`config.mk`:
```
export PLATFORM = sky130hd
export DESIGN_NAME = eif_tdm_scheduler_flat
export DESIGN_NICKNAME = d
export VERILOG_FILES = /design/src/rtl/eif_tdm_if.sv /design/src/rtl/eif_tdm_scheduler.sv /design/src/flat_wrapper.sv
export SDC_FILE = /design/constraint.sdc
export NUM_CORES = 1
export LEC_CHECK = 0
export ABC_CLOCK_PERIOD_IN_PS = 2400
export CORE_MARGIN = 5
export CORE_UTILIZATION = 30
export CTS_BUF_LIST = sky130_fd_sc_hd__clkbuf_16
export CTS_CLUSTER_DIAMETER = 30
export DETAILED_ROUTE_END_ITERATION = 8
export PLACE_DENSITY = 0.55
export SLEW_MARGIN = 20
export SYNTH_ARGS = -nofsm -noshare
export SYNTH_HDL_FRONTEND = slang
export SYNTH_SLANG_ARGS = --single-unit
```
`constraint.sdc`:
```
create_clock -name clk -period 2.4 [get_ports clk]
set_input_delay 0.48 -clock clk [delete_from_list [all_inputs] [get_ports clk]]
set_output_delay 0.48 -clock clk [all_outputs]
set_load 0.01 [all_outputs]
```
`src/rtl/eif_tdm_if.sv`:
```
// Handshake bundle between the TDM scheduler (master) and the shared EIF update datapath (slave).
interface eif_tdm_if #(
  parameter int STATE_W = 8,
  parameter int CUR_W   = 8
) ();
  logic               dp_req;
  logic [STATE_W-1:0] dp_state;
  logic [CUR_W-1:0]   dp_current;
  logic               dp_done;
  logic [STATE_W-1:0] dp_next;
  logic               dp_spike;

  modport master (output dp_req, dp_state, dp_current, input dp_done, dp_next, dp_spike);
  modport slave  (input dp_req, dp_state, dp_current, output dp_done, dp_next, dp_spike);
endinterface

```
`src/rtl/eif_tdm_scheduler.sv`:
```
// Round-robin scheduler sharing one EIF update datapath across N_NEURONS stored neuron states.
// Optional refractory skipping is compiled in with `define EIF_REFRACTORY_EN.

// Per-neuron storage: membrane state, last spike flag and (optionally) refractory counter.
module eif_tdm_cell #(
  parameter int STATE_W = 8
`ifdef EIF_REFRACTORY_EN
  , parameter int REFRAC_SWEEPS = 2
`endif
) (
  input  logic               clk,
  input  logic               rst_n,
  input  logic               wr_en,
  input  logic               skip,
  input  logic [STATE_W-1:0] wr_state,
  input  logic               wr_spike,
  output logic [STATE_W-1:0] state,
  output logic               spike,
  output logic               busy
);
  always_ff @(posedge clk or negedge rst_n) begin
    if (!rst_n) begin
      state <= '0;
      spike <= 1'b0;
    end else if (wr_en) begin
      state <= skip ? '0 : wr_state;
      spike <= !skip && wr_spike;
    end
  end

`ifdef EIF_REFRACTORY_EN
  localparam int RC_W = $clog2(REFRAC_SWEEPS + 1);
  logic [RC_W-1:0] cnt;

  // A skipped writeback consumes one refractory sweep.
  always_ff @(posedge clk or negedge rst_n) begin
    if (!rst_n)
      cnt <= '0;
    else if (wr_en) begin
      if (skip)
        cnt <= cnt - 1'b1;
      else if (wr_spike)
        cnt <= RC_W'(REFRAC_SWEEPS);
    end
  end
  assign busy = |cnt;
`else
  assign busy = 1'b0;
`endif
endmodule

module eif_tdm_scheduler #(
  parameter int N_NEURONS     = 4,
  parameter int STATE_W       = 8,
  parameter int CUR_W         = 8,
  parameter int TIMEOUT       = 15,
  parameter int REFRAC_SWEEPS = 2
) (
  input  logic                         clk,
  input  logic                         rst_n,
  input  logic                         run,
  input  logic [N_NEURONS*CUR_W-1:0]   cur_in,
  eif_tdm_if.master                    dp,
  output logic [$clog2(N_NEURONS)-1:0] slot,
  output logic [N_NEURONS-1:0]         spike_vec,
  output logic                         frame_done,
  input  logic [$clog2(N_NEURONS)-1:0] rd_sel,
  output logic [STATE_W-1:0]           rd_state,
  output logic                         err
);
  localparam int SW = $clog2(N_NEURONS);
  localparam int TW = $clog2(TIMEOUT + 1);

  localparam logic [1:0] S_IDLE  = 2'd0;
  localparam logic [1:0] S_ISSUE = 2'd1;
  localparam logic [1:0] S_WAIT  = 2'd2;
  localparam logic [1:0] S_WB    = 2'd3;

  logic [1:0]                            fsm;
  logic [TW-1:0]                         timer;
  logic [STATE_W-1:0]                    res_state;
  logic                                  res_spike;
  logic                                  wb_write;
  logic                                  wb_skip;
  logic [N_NEURONS-1:0][CUR_W-1:0]       cur_arr;
  logic [N_NEURONS-1:0][STATE_W-1:0]     states;
  logic [N_NEURONS-1:0]                  busy;
  logic [N_NEURONS-1:0]                  wr_en;

  assign cur_arr     = cur_in;
  assign dp.dp_state = states[slot];
  assign rd_state    = states[rd_sel];

  genvar i;
  generate
    for (i = 0; i < N_NEURONS; i++) begin : g_lane
      assign wr_en[i] = (fsm == S_WB) && (slot == SW'(i)) && (wb_write || wb_skip);

      eif_tdm_cell #(
        .STATE_W(STATE_W)
`ifdef EIF_REFRACTORY_EN
        , .REFRAC_SWEEPS(REFRAC_SWEEPS)
`endif
      ) u_cell (
        .clk      (clk),
        .rst_n    (rst_n),
        .wr_en    (wr_en[i]),
        .skip     (wb_skip),
        .wr_state (res_state),
        .wr_spike (res_spike),
        .state    (states[i]),
        .spike    (spike_vec[i]),
        .busy     (busy[i])
      );
    end
  endgenerate

  // dp_req is registered: it rises on leaving ISSUE and falls on leaving WAIT,
  // so operands are already stable for the whole time it is high.
  always_ff @(posedge clk or negedge rst_n) begin
    if (!rst_n) begin
      fsm           <= S_IDLE;
      slot          <= '0;
      timer         <= '0;
      dp.dp_req     <= 1'b0;
      dp.dp_current <= '0;
      res_state     <= '0;
      res_spike     <= 1'b0;
      wb_write      <= 1'b0;
      wb_skip       <= 1'b0;
      err           <= 1'b0;
      frame_done    <= 1'b0;
    end else begin
      frame_done <= 1'b0;
      case (fsm)
        S_IDLE: begin
          if (run) fsm <= S_ISSUE;
        end
        S_ISSUE: begin
          dp.dp_current <= cur_arr[slot];
          timer         <= '0;
          wb_write      <= 1'b0;
          if (busy[slot]) begin
            wb_skip <= 1'b1;
            fsm     <= S_WB;
          end else begin
            wb_skip   <= 1'b0;
            dp.dp_req <= 1'b1;
            fsm       <= S_WAIT;
          end
        end
        S_WAIT: begin
          // A result arriving on the final allowed cycle still wins over the timeout.
          if (dp.dp_done) begin
            res_state <= dp.dp_next;
            res_spike <= dp.dp_spike;
            wb_write  <= 1'b1;
            dp.dp_req <= 1'b0;
            fsm       <= S_WB;
          end else if (timer == TW'(TIMEOUT - 1)) begin
            err       <= 1'b1;
            wb_write  <= 1'b0;
            dp.dp_req <= 1'b0;
            fsm       <= S_WB;
          end else begin
            timer <= timer + 1'b1;
          end
        end
        default: begin
          wb_write <= 1'b0;
          wb_skip  <= 1'b0;
          if (slot == SW'(N_NEURONS - 1)) begin
            slot       <= '0;
            frame_done <= 1'b1;
          end else begin
            slot <= slot + 1'b1;
          end
          fsm <= run ? S_ISSUE : S_IDLE;
        end
      endcase
    end
  end
endmodule
```
`src/flat_wrapper.sv`:
```
// flat-port wrapper written by rule: the top's interface ports become plain ports
module eif_tdm_scheduler_flat 
#(
  parameter int N_NEURONS     = 4,
  parameter int STATE_W       = 8,
  parameter int CUR_W         = 8,
  parameter int TIMEOUT       = 15,
  parameter int REFRAC_SWEEPS = 2
)
  (clk, rst_n, run, cur_in, slot, spike_vec, frame_done, rd_sel, rd_state, err, dp_dp_req, dp_dp_state, dp_dp_current, dp_dp_done, dp_dp_next, dp_dp_spike);
  eif_tdm_if #(.STATE_W(STATE_W), .CUR_W(CUR_W)) dp_i ();
  input  logic clk;
  input  logic rst_n;
  input  logic run;
  input  logic [N_NEURONS*CUR_W-1:0] cur_in;
  output logic [$clog2(N_NEURONS)-1:0] slot;
  output logic [N_NEURONS-1:0] spike_vec;
  output logic frame_done;
  input  logic [$clog2(N_NEURONS)-1:0] rd_sel;
  output logic [STATE_W-1:0] rd_state;
  output logic err;
  output wire logic [$bits(dp_i.dp_req)-1:0] dp_dp_req;
  output wire logic [$bits(dp_i.dp_state)-1:0] dp_dp_state;
  output wire logic [$bits(dp_i.dp_current)-1:0] dp_dp_current;
  input wire logic [$bits(dp_i.dp_done)-1:0] dp_dp_done;
  input wire logic [$bits(dp_i.dp_next)-1:0] dp_dp_next;
  input wire logic [$bits(dp_i.dp_spike)-1:0] dp_dp_spike;
  assign dp_dp_req = dp_i.dp_req;
  assign dp_dp_state = dp_i.dp_state;
  assign dp_dp_current = dp_i.dp_current;
  assign dp_i.dp_done = dp_dp_done;
  assign dp_i.dp_next = dp_dp_next;
  assign dp_i.dp_spike = dp_dp_spike;
  eif_tdm_scheduler #(.N_NEURONS(N_NEURONS), .STATE_W(STATE_W), .CUR_W(CUR_W), .TIMEOUT(TIMEOUT), .REFRAC_SWEEPS(REFRAC_SWEEPS)) u_core (.clk(clk), .rst_n(rst_n), .run(run), .cur_in(cur_in), .dp(dp_i), .slot(slot), .spike_vec(spike_vec), .frame_done(frame_done), .rd_sel(rd_sel), .rd_state(rd_state), .err(err));
endmodule
```
==> flow_summary.toml, run 1 <==
[yosys]
ys_seq_area_frac = 0.481
ys_types = 31
synth.top_cell.area_share = 0.481
synthTopCellsByArea = "dfrtp_1, mux2_2, mux4_1"
netlist_instances = 216
synth_top_area_cell = "dfrtp_1"
mappedNetlistArea_sq_mm = 0.00338
synth_nets = 276
synth_area_per_cell_sq_um = 15.7
yosys_warnings = 0
ys_ff_latch = 65

[clock_tree]
cts.sinks = 65
cts_setup_buffers = 0
cts_buffers = 9
clk_pin_slew_ns = 0.06
cts_tree = "yes"
holdBufCountCts = 0
cts_buffer_depth = 2
ctsResizeCount = 23
clk_latency_ns = 0.32
cts_root_buf = "clkbuf_16"
htree_levels = 3

[placement]
placed_cell_area_sq_mm = 0.00436
port_buffers = 79
place.gp.congestion = 0.724
hpwl_mm = 5.84
dp.cells = 436

[global_route]
grt_pass1_vias = 2268
grt.total_usage = 0.126
grt_pass1_wl_mm = 12.7
gr-total-overflow = 0
antenna_found_initial = 0
grt_max_degree = 32

[routing]
postRouteAntennaNets = 0
firstDrtPassIters = 4
drtIter0Drc = 48
routed_wl_mm = 7.86
vias = 2178
avgViaCountPerCell = 4.82
drcViolationCount = 0
routedWlPerCell_microns = 17.4

[layout]
utilization = 0.426
area_growth_pct = 37.9
insertedDiodeCount = 0
fillCellCount = 1031
final_cells = 452
final_nets = 367
design_area_sq_mm = 0.00466
final_layout_size_suffix_gt1_frac = 0.314
multi_input_area_sq_mm = 0.00163
final-seq-area_sq_mm = 0.00163

[setup_path]
crit_arrival_ns = 1.77
max_stage_delay_ns = 0.61
worstSetupStartpoint = "u_core.slot[0]"
critPathCapture = "dp_dp_state[0]"
critPathLaunchType = "flip-flop"
rr_startpoint = "u_core.slot[0]"
path_max_fanout = 5
crit_required_ns = 1.92
r2r_slack_ns = 0.41
r2r-end = "u_core.g_lane[3].u_cell.state[0]"
path_class = "reg2out"
cp_slowest_cell = "mux4_1"
path_cells = "buf_4 > mux4_1 > dlygate4sd2_1"
ff2ff_path_depth = 5
crit_path_end_kind = "output port"

[floorplanning]
die-width_microns = 116
pin_count = 80
rows = 38
initial_core_util = 0.309
dieArea_sq_mm = 0.0135
core_sq_mm = 0.0109
die_y_microns = 116

[pwr]
p_int_mw = 3.63
combPwrFrac = 0.411
power_frac_seq = 0.351
sw_frac_of_total = 0.313
power_density_mw_per_mm2 = 1130
leakagePower_nw = 2.17
ir_drop_v = 0.000416
clkPwrFrac = 0.238
power_switching_mw = 1.65

[timing]
min_period_ns = 2.25
relSlewSlack = 0.513
finClkSkew_ns = 0.00535
hold_slack_ns = 0.214
tightestPinTransition_ns = 0.730
rsz0062_at_grt = "false"
hold_viol_final = 0
fin_crit_sh = 0.939
clock.fmax_mhz = 444
drv_slew = 0
setup_violations = 0

[worst_hold_path]
hold_path.class = "in2async"

[job]
drv_cap = 0

[outcome]
status = "completed"
[placed cells by master, fill, tap and decap left out, drive strengths merged, types with 2 or more instances in the layout]
| cell type | instances |
|---|---|
| clkdlybuf4s50 | 61 |
| inv | 7 |
| and2 | 2 |
| dfrtp | 65 |
| mux2i | 2 |
| clkinv | 4 |
| mux2 | 57 |
| nand3 | 7 |
| dlymetal6s2s | 5 |
| nand2 | 3 |
| clkbuf | 9 |
| nor2 | 2 |
| dlygate4sd2 | 4 |
| clkinvlp | 2 |
| buf | 16 |
| a21oi | 2 |
| nand2b | 2 |
| nor2b | 4 |
| ha | 13 |
| clkdlybuf4s15 | 8 |
| o21ai | 3 |
| mux4 | 24 |
[critical path: cells and delay by family, from the launching register on]
kind                   cells  cell delay (ns)
buffers and inverters      2             0.49
flip-flops                 1             0.36
multiplexers               1             0.61
[metal layers]
layer / vias up / part of all wire / GRT usage
met3: 12 / 0.048 / 0.0332
li1: 1004 / - / -
met1: 1116 / 0.43 / 0.164
met4: 0 / 0.017 / 0.0487
met2: 46 / 0.50 / 0.201
met5: - / 0 / 0
[flip-flops by register name (all words and copies together), names as in the netlist, 2 cells and up]
signal                      cells
u_core.timer                    4
u_core.dp.dp_current            8
u_core.g_lane.u_cell.spike      4
u_core.res_state                8
u_core.slot                     2
u_core.g_lane.u_cell.state     32
u_core.fsm                      2
[power by group through the flow]
stage | sequential [mW] | combinational (mW) | clock [mW]
detailed placement | 1.87 | 2.26 | 0
global route | 1.93 | 2.38 | 1.33
finish | 1.85 | 2.17 | 1.25
floorplan | 1.80 | 1.41 | 0
CTS | 1.86 | 2.23 | 1.30
global placement | 1.86 | 2.23 | 0
[through the flow]
step / total power [mW] / worst slack, ns / TNS (ns)
3_5_place_dp: 4.14 / -0.235 / -1.78
4_1_cts: 5.38 / 0.00206 / 0
6_report: 5.28 / 0.146 / 0
5_1_grt: 5.64 / 0.0640 / 0
2_1_floorplan: 3.22 / 0.498 / 0
3_3_place_gp: 4.09 / -0.233 / -1.74
[worst min path at each step]
stage	startpoint	to	depth (start not counted)
floorplan	rst_n	u_core.dp.dp_current[0]	0
global placement	u_core.err	u_core.err	1
detailed placement	u_core.err	u_core.err	1
CTS	rst_n	u_core.timer[2]	1
global route	rst_n	u_core.timer[0]	1
finish	rst_n	u_core.timer[0]	1
[cell usage after synthesis]
cell type	instances
inv_1	7
mux2_2	56
a221o_1	1
a22o_1	1
clkbuf_1	2
mux2i_1	2
mux4_2	9
buf_6	1
buf_2	4
nor2_1	2
nand2_1	3
and2_1	2
nand2b_1	2
nor2b_1	4
or3_4	1
buf_1	1
mux2_4	1
dfrtp_1	65
o21ai_0	3
a21boi_0	1
buf_4	5
buf_12	1
and3_1	1
o31ai_1	1
nor3_1	1
a21oi_1	2
nand3_1	7
and4_1	1
ha_1	13
mux4_1	15
a41o_1	1
[cell type report]
cell class / instances / share of cell area
Clock inverter: 7 / 0.0131
Sequential cell: 65 / 0.349
Timing Repair Buffer: 94 / 0.197
Multi-Input combinational cell: 130 / 0.349
Tap cell: 140 / 0.0376
Inverter: 7 / 0.00563
Clock buffer: 9 / 0.0483
[kinds of logic (layout without fill, tap and decap cells)]
kind of cell,count (synthesis),in the layout,share of synthesized area
AOI/OAI and AO/OA,10,10,0.0203
adders and majority gates,13,13,0.0481
buffers and inverters,21,117,0.0374
DFF,65,65,0.481
muxes,83,83,0.373
and+or+nand+nor,24,24,0.0400
No activity file was read; power rests on OpenSTA's default activity.
==> run 2: changes to the inputs <==
- CORE_MARGIN: 5 -> 3
==> run 2 against run 1 <==
Against the previous run:
- non-clock buffer count is 3 lower
- highest routed layer unchanged
- largest power group unchanged
- clock-buffer cell count unchanged
- critical endpoint unchanged
- hold slack got worse by 0.050 ns
==> flow_summary.toml, run 2 (same netlist as run 1, synthesis figures left out) <==
[routing]
routed_wl_mm = 7.54
vias = 2167
avgViaCountPerCell = 4.84
routedWlPerCell_microns = 16.8
drtIter0Drc = 81
postRouteAntennaNets = 0
firstDrtPassIters = 4
drcViolationCount = 0

[placement]
dp.cells = 431
place.gp.congestion = 0.721
placed_cell_area_sq_mm = 0.00434
hpwl_mm = 5.37
port_buffers = 79
dp_slack_ns = -0.266

[clock_tree]
cts_buffers = 9
htree_levels = 3
holdBufCountCts = 0
cts_buffer_depth = 2
clk_pin_slew_ns = 0.05
cts_root_buf = "clkbuf_16"
cts.sinks = 65
cts_tree = "yes"
clk_latency_ns = 0.32

[setup_path]
critPathLaunchType = "flip-flop"
path_max_fanout = 6
crit_arrival_ns = 1.83
critPathBufInv = 3
cp_slowest_cell = "mux4_1"
cp_top_family = "buffers and inverters"
crit_required_ns = 1.92
max_stage_delay_ns = 0.54
r2r_slack_ns = 0.46
path_cells = "buf_6 > buf_4 > mux4_1 > dlygate4sd2_1"
crit_path_end_kind = "output port"
path_class = "reg2out"

[timing]
drv_slew = 0
final.setup.tns_ns = 0
fin_crit_sh = 0.964
hold_slack_ns = 0.164
rsz0062_at_grt = "false"
setup_slack_ns = 0.0873
finClkSkew_ns = 0.00603
min_period_ns = 2.31
tightestPinTransition_ns = 0.597
clock.fmax_mhz = 432
hold_viol_final = 0
setup_violations = 0
relSlewSlack = 0.601

[floorplanning]
die-width_microns = 112
rows = 38
initial_core_util = 0.309
dieArea_sq_mm = 0.0126
die_y_microns = 112
pin_count = 80
core_sq_mm = 0.0109

[global_route]
antenna_found_initial = 0
grt.total_usage = 0.125
gr-total-overflow = 0
grt_pass1_vias = 2295
grt_max_degree = 66
grt_pass1_wl_mm = 12.2

[layout]
final_common_cell = "dfrtp_1"
insertedDiodeCount = 0
final_cells = 448
top_regs = "u_core.g_lane.u_cell.state: 32 flops, u_core.dp.dp_current: 8 flops, u_core.res_state: 8 flops"
final_layout_size_suffix_gt1_frac = 0.302
design_area_sq_mm = 0.00464
regMostFlops = "u_core.g_lane.u_cell.state"
largest_register_ffs = 32
final_nets = 364
area_growth_pct = 37.3
mostFrequentLayoutCells = "dfrtp_1, clkdlybuf4s50_1, mux2_2"
fillCellCount = 1038

[outcome]
status = "completed"

[pwr]
ir_drop_v = 0.000359
leakagePower_nw = 2.18
power_density_mw_per_mm2 = 1130

[worst_hold_path]
hold_path.class = "in2async"

[job]
drv_cap = 0
run 2: what timing repair did:
item	4_1_cts	5_1_grt
setup endpoints to repair	16	4
resized for setup	18	5
gates cloned	0	0
setup buffers	2	0
run 2: area by class of cell:
type                            count  area (sq um)  area share
Tap cell                          140           175      0.0377
Clock inverter                      6          51.3      0.0110
Sequential cell                    65          1630       0.350
Inverter                            7          26.3     0.00566
Timing Repair Buffer               91           913       0.197
Clock buffer                        9           225      0.0485
Multi-Input combinational cell    130          1630       0.350
run 2: final timing paths:
kind	to	start	depth (start not counted)
max	dp_dp_state[0]	u_core.slot[0]	4
max in group asynchronous	u_core.g_lane[3].u_cell.state[1]	rst_n	2
min in group clk	u_core.err	u_core.err	1
min reg2reg	u_core.err	u_core.err	1
max reg2reg	u_core.g_lane[0].u_cell.state[6]	u_core.slot[1]	6
min	u_core.timer[0]	rst_n	2
run 2: stage by stage:
step / util / power [mW]
floorplan: - / 3.22
global placement: 0.397 / 4.05
detailed placement: 0.397 / 4.10
CTS: 0.423 / 5.33
global route: 0.425 / 5.58
finish: 0.425 / 5.23
run 2: per-layer routing:
layer | share of wire | wire (microns) | vias up | GRT usage
met3 | 0.042 | 320 | 7 | 0.0383
li1 | - | - | 1001 | -
met4 | 0.015 | 114 | 0 | 0.0417
met1 | 0.43 | 3270 | 1110 | 0.153
met5 | 0 | 0 | - | 0
met2 | 0.51 | 3840 | 49 | 0.210
run 2: power breakdown:
part	internal [mW]	leakage [nW]	switching [mW]
logic	1.33	1.20	0.831
registers	1.52	0.835	0.342
clock network	0.782	0.141	0.432
==> run 3: changes to the inputs <==
- DONT_BUFFER_PORTS: not set -> 1
- PLACE_DENSITY: 0.55 -> 0.46
==> run 3 against run 2 <==
Against the previous run:
- global-route usage increased by 0.053 points
- sequential cell count stayed put
- sequential power is 4% higher
- fmax rose by 2.7%
- critical path depth fell by 2
- final area fell by 18%
- clock skew rose by 0.0016 ns
- utilization is 7.5 points lower
- clock power is 9% higher
- wire length down 0.31%
- via count shrank 15%
- cell count decreased by 19%
- critical endpoint is now dp_dp_state[1]
- largest cell class is now multi-input gates
==> flow_summary.toml, run 3 (same netlist as run 1, synthesis figures left out) <==
[layout]
top_regs = "u_core.g_lane.u_cell.state: 32 flops, u_core.dp.dp_current: 8 flops, u_core.res_state: 8 flops"
insertedDiodeCount = 0
design_area_sq_mm = 0.00382
final-seq-area_sq_mm = 0.00163
utilization = 0.350
mostFrequentLayoutCells = "dfrtp_1, mux2_2, mux4_1"
largest_register_ffs = 32
fillCellCount = 1082
final_nets = 279
regMostFlops = "u_core.g_lane.u_cell.state"
final_layout_size_suffix_gt1_frac = 0.397
area_growth_pct = 13.1
multi_input_area_sq_mm = 0.00163
final_cells = 364
final_common_cell = "dfrtp_1"

[global_route]
grt_max_degree = 66
gr-total-overflow = 0
grt_pass1_wl_mm = 12.0
antenna_found_initial = 0
grt.total_usage = 0.125
grt_pass1_vias = 1982

[timing]
clock.fmax_mhz = 444
tightestPinTransition_ns = 0.675
drv_slew = 0
finClkSkew_ns = 0.00763
fin_crit_sh = 0.938
hold_viol_final = 0
hold_slack_ns = 0.0302
min_period_ns = 2.25
relSlewSlack = 0.549
setup_violations = 0
final.setup.tns_ns = 0
rsz0062_at_grt = "false"
setup_slack_ns = 0.149

[job]
drv_cap = 0

[pwr]
power_switching_mw = 1.61
leakagePower_nw = 1.75
combPwrFrac = 0.324
power_density_mw_per_mm2 = 1260
sw_frac_of_total = 0.333
p_int_mw = 3.23
clkPwrFrac = 0.273
power_mw = 4.83
ir_drop_v = 0.000288
power_frac_seq = 0.402

[placement]
hpwl_mm = 5.19
placed_cell_area_sq_mm = 0.00349
place.gp.congestion = 0.721
port_buffers = 0
dp.cells = 347
dp_slack_ns = 0.426

[clock_tree]
cts_buffers = 9
cts_buffer_depth = 2
cts.sinks = 65
cts_tree = "yes"
cts_root_buf = "clkbuf_16"
clk_pin_slew_ns = 0.06
htree_levels = 3
clk_latency_ns = 0.32
ctsResizeCount = 0

[worst_hold_path]
hold_path.class = "in2async"

[routing]
vias = 1852
postRouteAntennaNets = 0
routedWlPerCell_microns = 20.6
routed_wl_mm = 7.52
firstDrtPassIters = 4
avgViaCountPerCell = 5.09
drcViolationCount = 0
drtIter0Drc = 83

[setup_path]
max_stage_delay_ns = 0.64
crit_arrival_ns = 1.77
cp_top_family = "multiplexers"
cp_slowest_cell = "mux4_1"
crit_required_ns = 1.92
path_class = "reg2out"
path_max_fanout = 9
path_cells = "buf_4 > mux4_1"
critPathBufInv = 1
critPathLaunchType = "flip-flop"
crit_path_end_kind = "output port"

[floorplanning]
dieArea_sq_mm = 0.0126
die_y_microns = 112
core_sq_mm = 0.0109
pin_count = 80
rows = 38
initial_core_util = 0.309
die-width_microns = 112

[outcome]
status = "completed"
[run 3: timing repair]
action / in CTS / in global routing
buffers inserted: 0 / 0
hold endpoints to repair: 65 / 0
hold buffers: 1 / 0
[run 3: worst reg2reg max path, stage by stage, from the launching register on]
cell and delay [ns]:
dfrtp_1 0.57, ha_1 0.26, nand3_1 0.50, mux2_2 0.48
[run 3: area by class of cell]
class,instances,area share
tap,140,0.0458
inverter,7,0.00687
clock buffer,9,0.0589
sequential,65,0.425
clock inverter,7,0.0203
multi-input combinational,130,0.426
timing repair buffer,6,0.0170
[run 3: worst paths after layout]
kind	from	end	slack, ns	cells after the start
min in group clk	dp_dp_next[1]	u_core.res_state[1]	0.30	1
hold reg to reg	u_core.g_lane[0].u_cell.state[5]	u_core.g_lane[0].u_cell.state[5]	0.52	1
max in group asynchronous	rst_n	u_core.timer[1]	2.09	1
setup / recovery	u_core.slot[0]	dp_dp_state[1]	0.15	2
hold / removal	rst_n	u_core.g_lane[2].u_cell.state[7]	0.03	1
setup reg to reg	u_core.slot[0]	u_core.g_lane[3].u_cell.state[4]	0.47	3
[run 3: power by group through the flow]
stage | Sequential (mW) | Combinational (mW) | Clock, mW
after global placement | 1.98 | 1.55 | 0
after CTS | 1.96 | 1.61 | 1.37
final | 1.94 | 1.57 | 1.32
after global routing | 2.03 | 1.74 | 1.43
after floorplan | 1.80 | 1.41 | 0
after detailed placement | 1.98 | 1.58 | 0
[run 3: metal layers]
metal,vias to the layer above,global-route usage,part of all wire
met5,-,0,0
met4,0,0.0433,0.012
met3,7,0.0399,0.051
met2,44,0.195,0.49
met1,968,0.166,0.45
li1,833,-,-
==> patch 1 (settings of run 2) <==
Put a register stage on the output `rd_state`, without a reset. The value now appears one clock later. The other outputs are not delayed to match.
--- a/src/rtl/eif_tdm_scheduler.sv
+++ b/src/rtl/eif_tdm_scheduler.sv
@@ -89,7 +89,9 @@
 
   assign cur_arr     = cur_in;
   assign dp.dp_state = states[slot];
-  assign rd_state    = states[rd_sel];
+  always_ff @(posedge clk) begin
+    rd_state <= states[rd_sel];
+  end
 
   genvar i;
   generate
Behaviour: not the same (a bounded check fails within 10 cycles, from zero or initial values and one cycle with rst_n low).
==> patch 1 against run 2 <==
Setup slack improved by 0.070 ns; first-iteration DRC count rose by 23%; sequential power rose by 12%; non-clock buffer count rose by 1; sequential cell count rose by 8; sequential share of layout area rose by 1.7 points; global-route usage fell by 0.14 points; synthesized area rose by 4.3%; critical endpoint is now dp_dp_state[5]; largest power group unchanged; final area rose by 4.7%; total power rose by 10%; wire length rose by 3.1%.
==> patch 1: results (changes against run 2) <==
clocking:
  cts_inserted_buffers: 9  # unchanged
  cts.reportedPaths.clkPinSlew_ns: 0.06
  post_cts.resized_instances: 9  # -9
  clock_path_buffers: 2  # unchanged
  clkLatencyLatePin_ns: 0.33
  clock-root-buffer: "clkbuf_16"
  ctsHtreeMaxLevel: 3  # unchanged
  post_cts.repair.setup_buffers: 0  # -2
sta:
  hold_viol_final: 0  # unchanged
  worst_slack_ns: 0.158  # +0.0705 ns
  timing_worst_slew_pin_value_ns: 0.451  # -0.146 ns
  fin_skew_ns: 0.00559  # -0.000445 ns
pwr:
  p_leak_uw: 0.00223  # +2.2%
  ir_drop_mv: 0.429  # +20%
setup_path:
  crit_slowest_cell: "mux4_1"
  critPathTopFamily: "multiplexers"
  ff2ff_path_depth: 5  # -1
  cp.arrival_ns: 1.76  # -0.07 ns
  crit_start: "u_core.slot[0]"
  worst_path_largest_cell_delay_ns: 0.56  # +0.02 ns
  reg2reg_to: "u_core.timer[1]"
  r2r_slack_ns: 0.47
  worst-path-max-fanout: 7  # +1
  startpoint_of_the_lowest_slack_register_to_register_path: "u_core.fsm[0]"
detailed_routing:
  drt_first_pass_iters: 4  # unchanged
  detail_route.wirelength_mm: 7.77  # +3.1%
  drc_viols: 0  # unchanged
  first_iter_violations: 100  # +23%
  vias_per_cell: 4.89  # +1.1%
placement:
  pre_cts_slack_ns: 0.231  # +0.496 ns
  final_replace_weighted_congestion: 0.765  # +6.1%
  detailed_place_hpwl_mm: 5.49  # +2.3%
  port_buffers: 79  # unchanged
final_layout:
  antenna_cells_inserted: 0  # unchanged
  largest-register: "u_core.g_lane.u_cell.state"
  largest_register_ff_count: 32  # unchanged
  fillers: 1018  # -1.9%
  net_count_reported_at_finish: 376  # +3.3%
  final_layout_size_suffix_gt1_frac: 0.290  # -0.0122
yosys:
  ys_top_cells_by_count: "65 x dfrtp_1, 54 x mux2_2, 15 x mux4_1"
  yosysWarnings: 0  # unchanged
  synthesis.nets: 286  # +3.6%
  async_flop_share: 0.890  # -0.110
  yosys-top-cells-area: "dfrtp_1 46%, mux2_2 17%, mux4_1 11%, mux4_2 5.7%, ha_1 4.6%"
  post_synth_num_cell_types: 32  # +3.2%
  synth.yosys.seq_area_share: 0.506  # +0.0254
global_route:
  grt_pass1_vias: 2380  # +3.7%
  pin_count_of_the_biggest_net_entering_global_routing: 66  # unchanged
  global_route_wire_length_before_repair_mm: 12.5  # +3.2%
  antenna_found_initial: 0  # unchanged
  grt_usage: 0.123  # -0.00141
status:
  run_status: "complete, no violations"
hold_path:
  min-delay-path-class: "input pin to asynchronous set/reset pin"
## patch 1: cell types whose count changed after synthesis, sizes merged, moves of 2 or more
cell   delta
dfxtp     +8
inv       +3
mux2      -2
nand2     +2
nor2b     -2
o22ai     +2
## patch 1: routing by layer
layer  wire [µm]  up-vias  global-route usage
li1            -     1033                   -
met1        3610     1162               0.166
met2        3690       49               0.196
met3         382       10              0.0328
met4          86        0              0.0356
met5           0        -                   0
## patch 1: per-stage QoR
stage               setup TNS (ns)  area, µm²  total power (µW)  cells  hold slack (ns)
floorplan                        0       3530              3410    226            0.184
global placement                 0       4510              4270    445            0.474
detailed placement               0       4510              4330    445            0.498
CTS                        -0.0760       4860              5880    461            0.172
global route                     0       4860              6140    461            0.182
finish                           0       4860              5780    461            0.163
## patch 1: cell type report
type	count	area share
repair buffers	92	0.186
flip-flops and latches	73	0.368
multi-input cells	130	0.332
clock inverters	7	0.0245
clock buffers	9	0.0463
well taps	140	0.0360
inverters	10	0.00772
## patch 1: kinds of logic after synthesis
logic type | share of synthesized area
mux | 0.351
buf+inv | 0.0369
compound gates | 0.0291
flops | 0.506
simple gates | 0.0301
fa+ha+maj | 0.0461
## patch 1: worst max-delay path by stage
stage and endpoint:
2_1_floorplan u_core.g_lane[0].u_cell.spike, 3_3_place_gp dp_dp_state[7], 3_5_place_dp dp_dp_state[7], 4_1_cts dp_dp_state[7], 5_1_grt dp_dp_state[5], 6_report dp_dp_state[5]
## patch 1: power breakdown
group	leakage (µW)	internal, µW	total (µW)	switching [µW]
Combinational	0.00116	1320	2170	843
Clock	0.000167	1020	1540	519
Sequential	0.000904	1720	2080	360
Total	0.00223	4060	5780	1720
==> patch 2 (flow settings as in run 2) <==
Without the edit above. The option `EIF_REFRACTORY_EN` is turned on by a define.
--- a/src/rtl/eif_tdm_scheduler.sv
+++ b/src/rtl/eif_tdm_scheduler.sv
@@ -2,6 +2,8 @@
 // Optional refractory skipping is compiled in with `define EIF_REFRACTORY_EN.
 
 // Per-neuron storage: membrane state, last spike flag and (optionally) refractory counter.
+`define EIF_REFRACTORY_EN
+
 module eif_tdm_cell #(
   parameter int STATE_W = 8
 `ifdef EIF_REFRACTORY_EN
Behaviour: no difference found for any inputs over 10 cycles, from zero or initial values and one cycle with rst_n low; that may be too few to reach the edited logic, so the function may still have changed.
==> patch 2 against run 2 <==
Sequential cell count rose by 9; clock power up 5%; count of clock-buffer cells in the layout unchanged; clock skew fell by 0.0018 ns; total power up 13%; non-clock buffer count is 2 higher; setup slack better by 0.15 ns; synthesized area up 12%; wire length grew 15%; final area increased by 9.7%; largest cell class unchanged.
==> patch 2: results (changes against run 2) <==
yosys:
  ys_top_cells_by_count: "74 x dfrtp_1, 51 x o21ai_0, 40 x nand2_1"
  syn_inst: 322  # +49%
  async_flop_share: 1.00  # unchanged
  synth.yosys.seq_area_share: 0.490  # +0.00896
  yosys-top-cells-area: "dfrtp_1 49%, mux4_2 11%, o21ai_0 6.8%, mux2_2 5.4%, ha_1 5.0%"
  post_synth_num_cell_types: 30  # -3.2%
  synthesis.nets: 384  # +39%
detailed_routing:
  vias_per_cell: 4.70  # -2.9%
  first_iter_violations: 137  # +69%
  detail_route.wl_per_cell_um: 15.1  # -10%
  detail_route.wirelength_mm: 8.71  # +15%
  drt_first_pass_iters: 5  # +1
setup_path:
  worst_path_largest_cell_delay_ns: 0.48  # -0.06 ns
  ff2ff_path_depth: 4  # -2
  r2r_slack_ns: 0.67  # +0.21 ns
  reg2reg_to: "u_core.dp.dp_current[0]"
  startpoint_of_the_lowest_slack_register_to_register_path: "u_core.slot[0]"
  worst-path-max-fanout: 4  # -2
  crit_slowest_cell: "clkdlybuf4s50_1"
  cp.arrival_ns: 1.68  # -0.15 ns
placement:
  final_replace_weighted_congestion: 0.765  # +6.1%
  detailed_place_hpwl_mm: 6.66  # +24%
  place_inst: 560  # +30%
  pre_cts_slack_ns: -0.205  # +0.0613 ns
final_layout:
  fillers: 1153  # +11%
  net_count_reported_at_finish: 465  # +28%
  final_layout_size_suffix_gt1_frac: 0.162  # -0.140
global_route:
  grt_pass1_vias: 2827  # +23%
  pin_count_of_the_biggest_net_entering_global_routing: 34  # -48%
  global_route_wire_length_before_repair_mm: 14.6  # +20%
  grt_usage: 0.130  # +0.00499
sta:
  timing.max_slew.rel_slack: 0.477  # -0.124
  fin_skew_ns: 0.00422  # -0.00181 ns
  finalHoldWorstSlack_ns: 0.104  # -0.0597 ns
pwr:
  ir_drop_mv: 0.431  # +20%
  p_sw_frac: 0.342  # +0.0352
  p_leak_uw: 0.00230  # +5.6%
status:
  run_status: "complete, no violations"
clocking:
  clkLatencyLatePin_ns: 0.32  # about the same
## patch 2: changes by cell type after synthesis, moves of 11 or more
cell and change:
clkbuf_1 +11, mux2_2 -38, nand2_1 +37, inv_1 +12, o21ai_0 +48
## patch 2: worst max-delay path by stage
| stage | from | slack [ns] | endpoint |
|---|---|---|---|
| floorplan | u_core.slot[1] | 0.48 | u_core.g_lane[0].u_cell.cnt[1] |
| global placement | rd_sel[0] | -0.20 | rd_state[1] |
| detailed placement | rd_sel[0] | -0.20 | rd_state[6] |
| CTS | rd_sel[0] | 0.0007 | rd_state[2] |
| global route | u_core.slot[1] | 0.18 | slot[1] |
| finish | rd_sel[1] | 0.24 | rd_state[1] |
## patch 2: power by group through the flow
stage	Clock (µW)	Sequential, µW	Combinational, µW
2_1_floorplan	0	2040	1620
3_3_place_gp	0	2140	2500
3_5_place_dp	0	2160	2570
4_1_cts	1320	2140	2550
5_1_grt	1380	2220	2770
6_report	1270	2140	2490
## patch 2: metrics by stage
step | area, µm² | setup TNS, ns
detailed placement | 4770 | -1.54
floorplan | 3780 | 0
global route | 5090 | 0
finish | 5090 | 0
global placement | 4770 | -1.50
CTS | 5050 | 0
## patch 2: repair_timing
| item | in CTS | in global routing |
|---|---|---|
| gates resized for setup | 10 | 14 |
| endpoints found under the setup margin | 16 | 17 |
| buffers inserted | 0 | 0 |
| gates cloned | 0 | 0 |
## patch 2: cells by family (layout without fill, tap and decap cells)
| kind of cell | count (synthesis) | after routing | synth area share |
|---|---|---|---|
| AOI/OAI and AO/OA | 76 | 76 | 0.115 |
| adders and majority gates | 15 | 15 | 0.0497 |
| buffers and inverters | 42 | 128 | 0.0490 |
| DFF | 74 | 74 | 0.490 |
| muxes | 43 | 43 | 0.210 |
| and+or+nand+nor | 72 | 72 | 0.0871 |
## patch 2: final cells by class
cell class,instances,area [µm²],area share
timing repair buffer,93,927,0.182
inverter,19,71.3,0.0140
tap,168,210,0.0413
multi-input combinational,206,1740,0.342
sequential,74,1850,0.364
clock buffer,9,225,0.0442
clock inverter,7,62.6,0.0123
## patch 2: worst max-delay path: cells and delay by family
family                 cells  cell delay (ns)
muxes                      1             0.28
buffers and inverters      3             0.93
## patch 2: routing by layer
layer | share of wire | track usage | up-vias
li1 | - | - | 1314
met2 | 0.51 | 0.220 | 44
met1 | 0.45 | 0.169 | 1342
met5 | 0 | 0 | -
met3 | 0.029 | 0.0220 | 6
met4 | 0.0065 | 0.0425 | 0
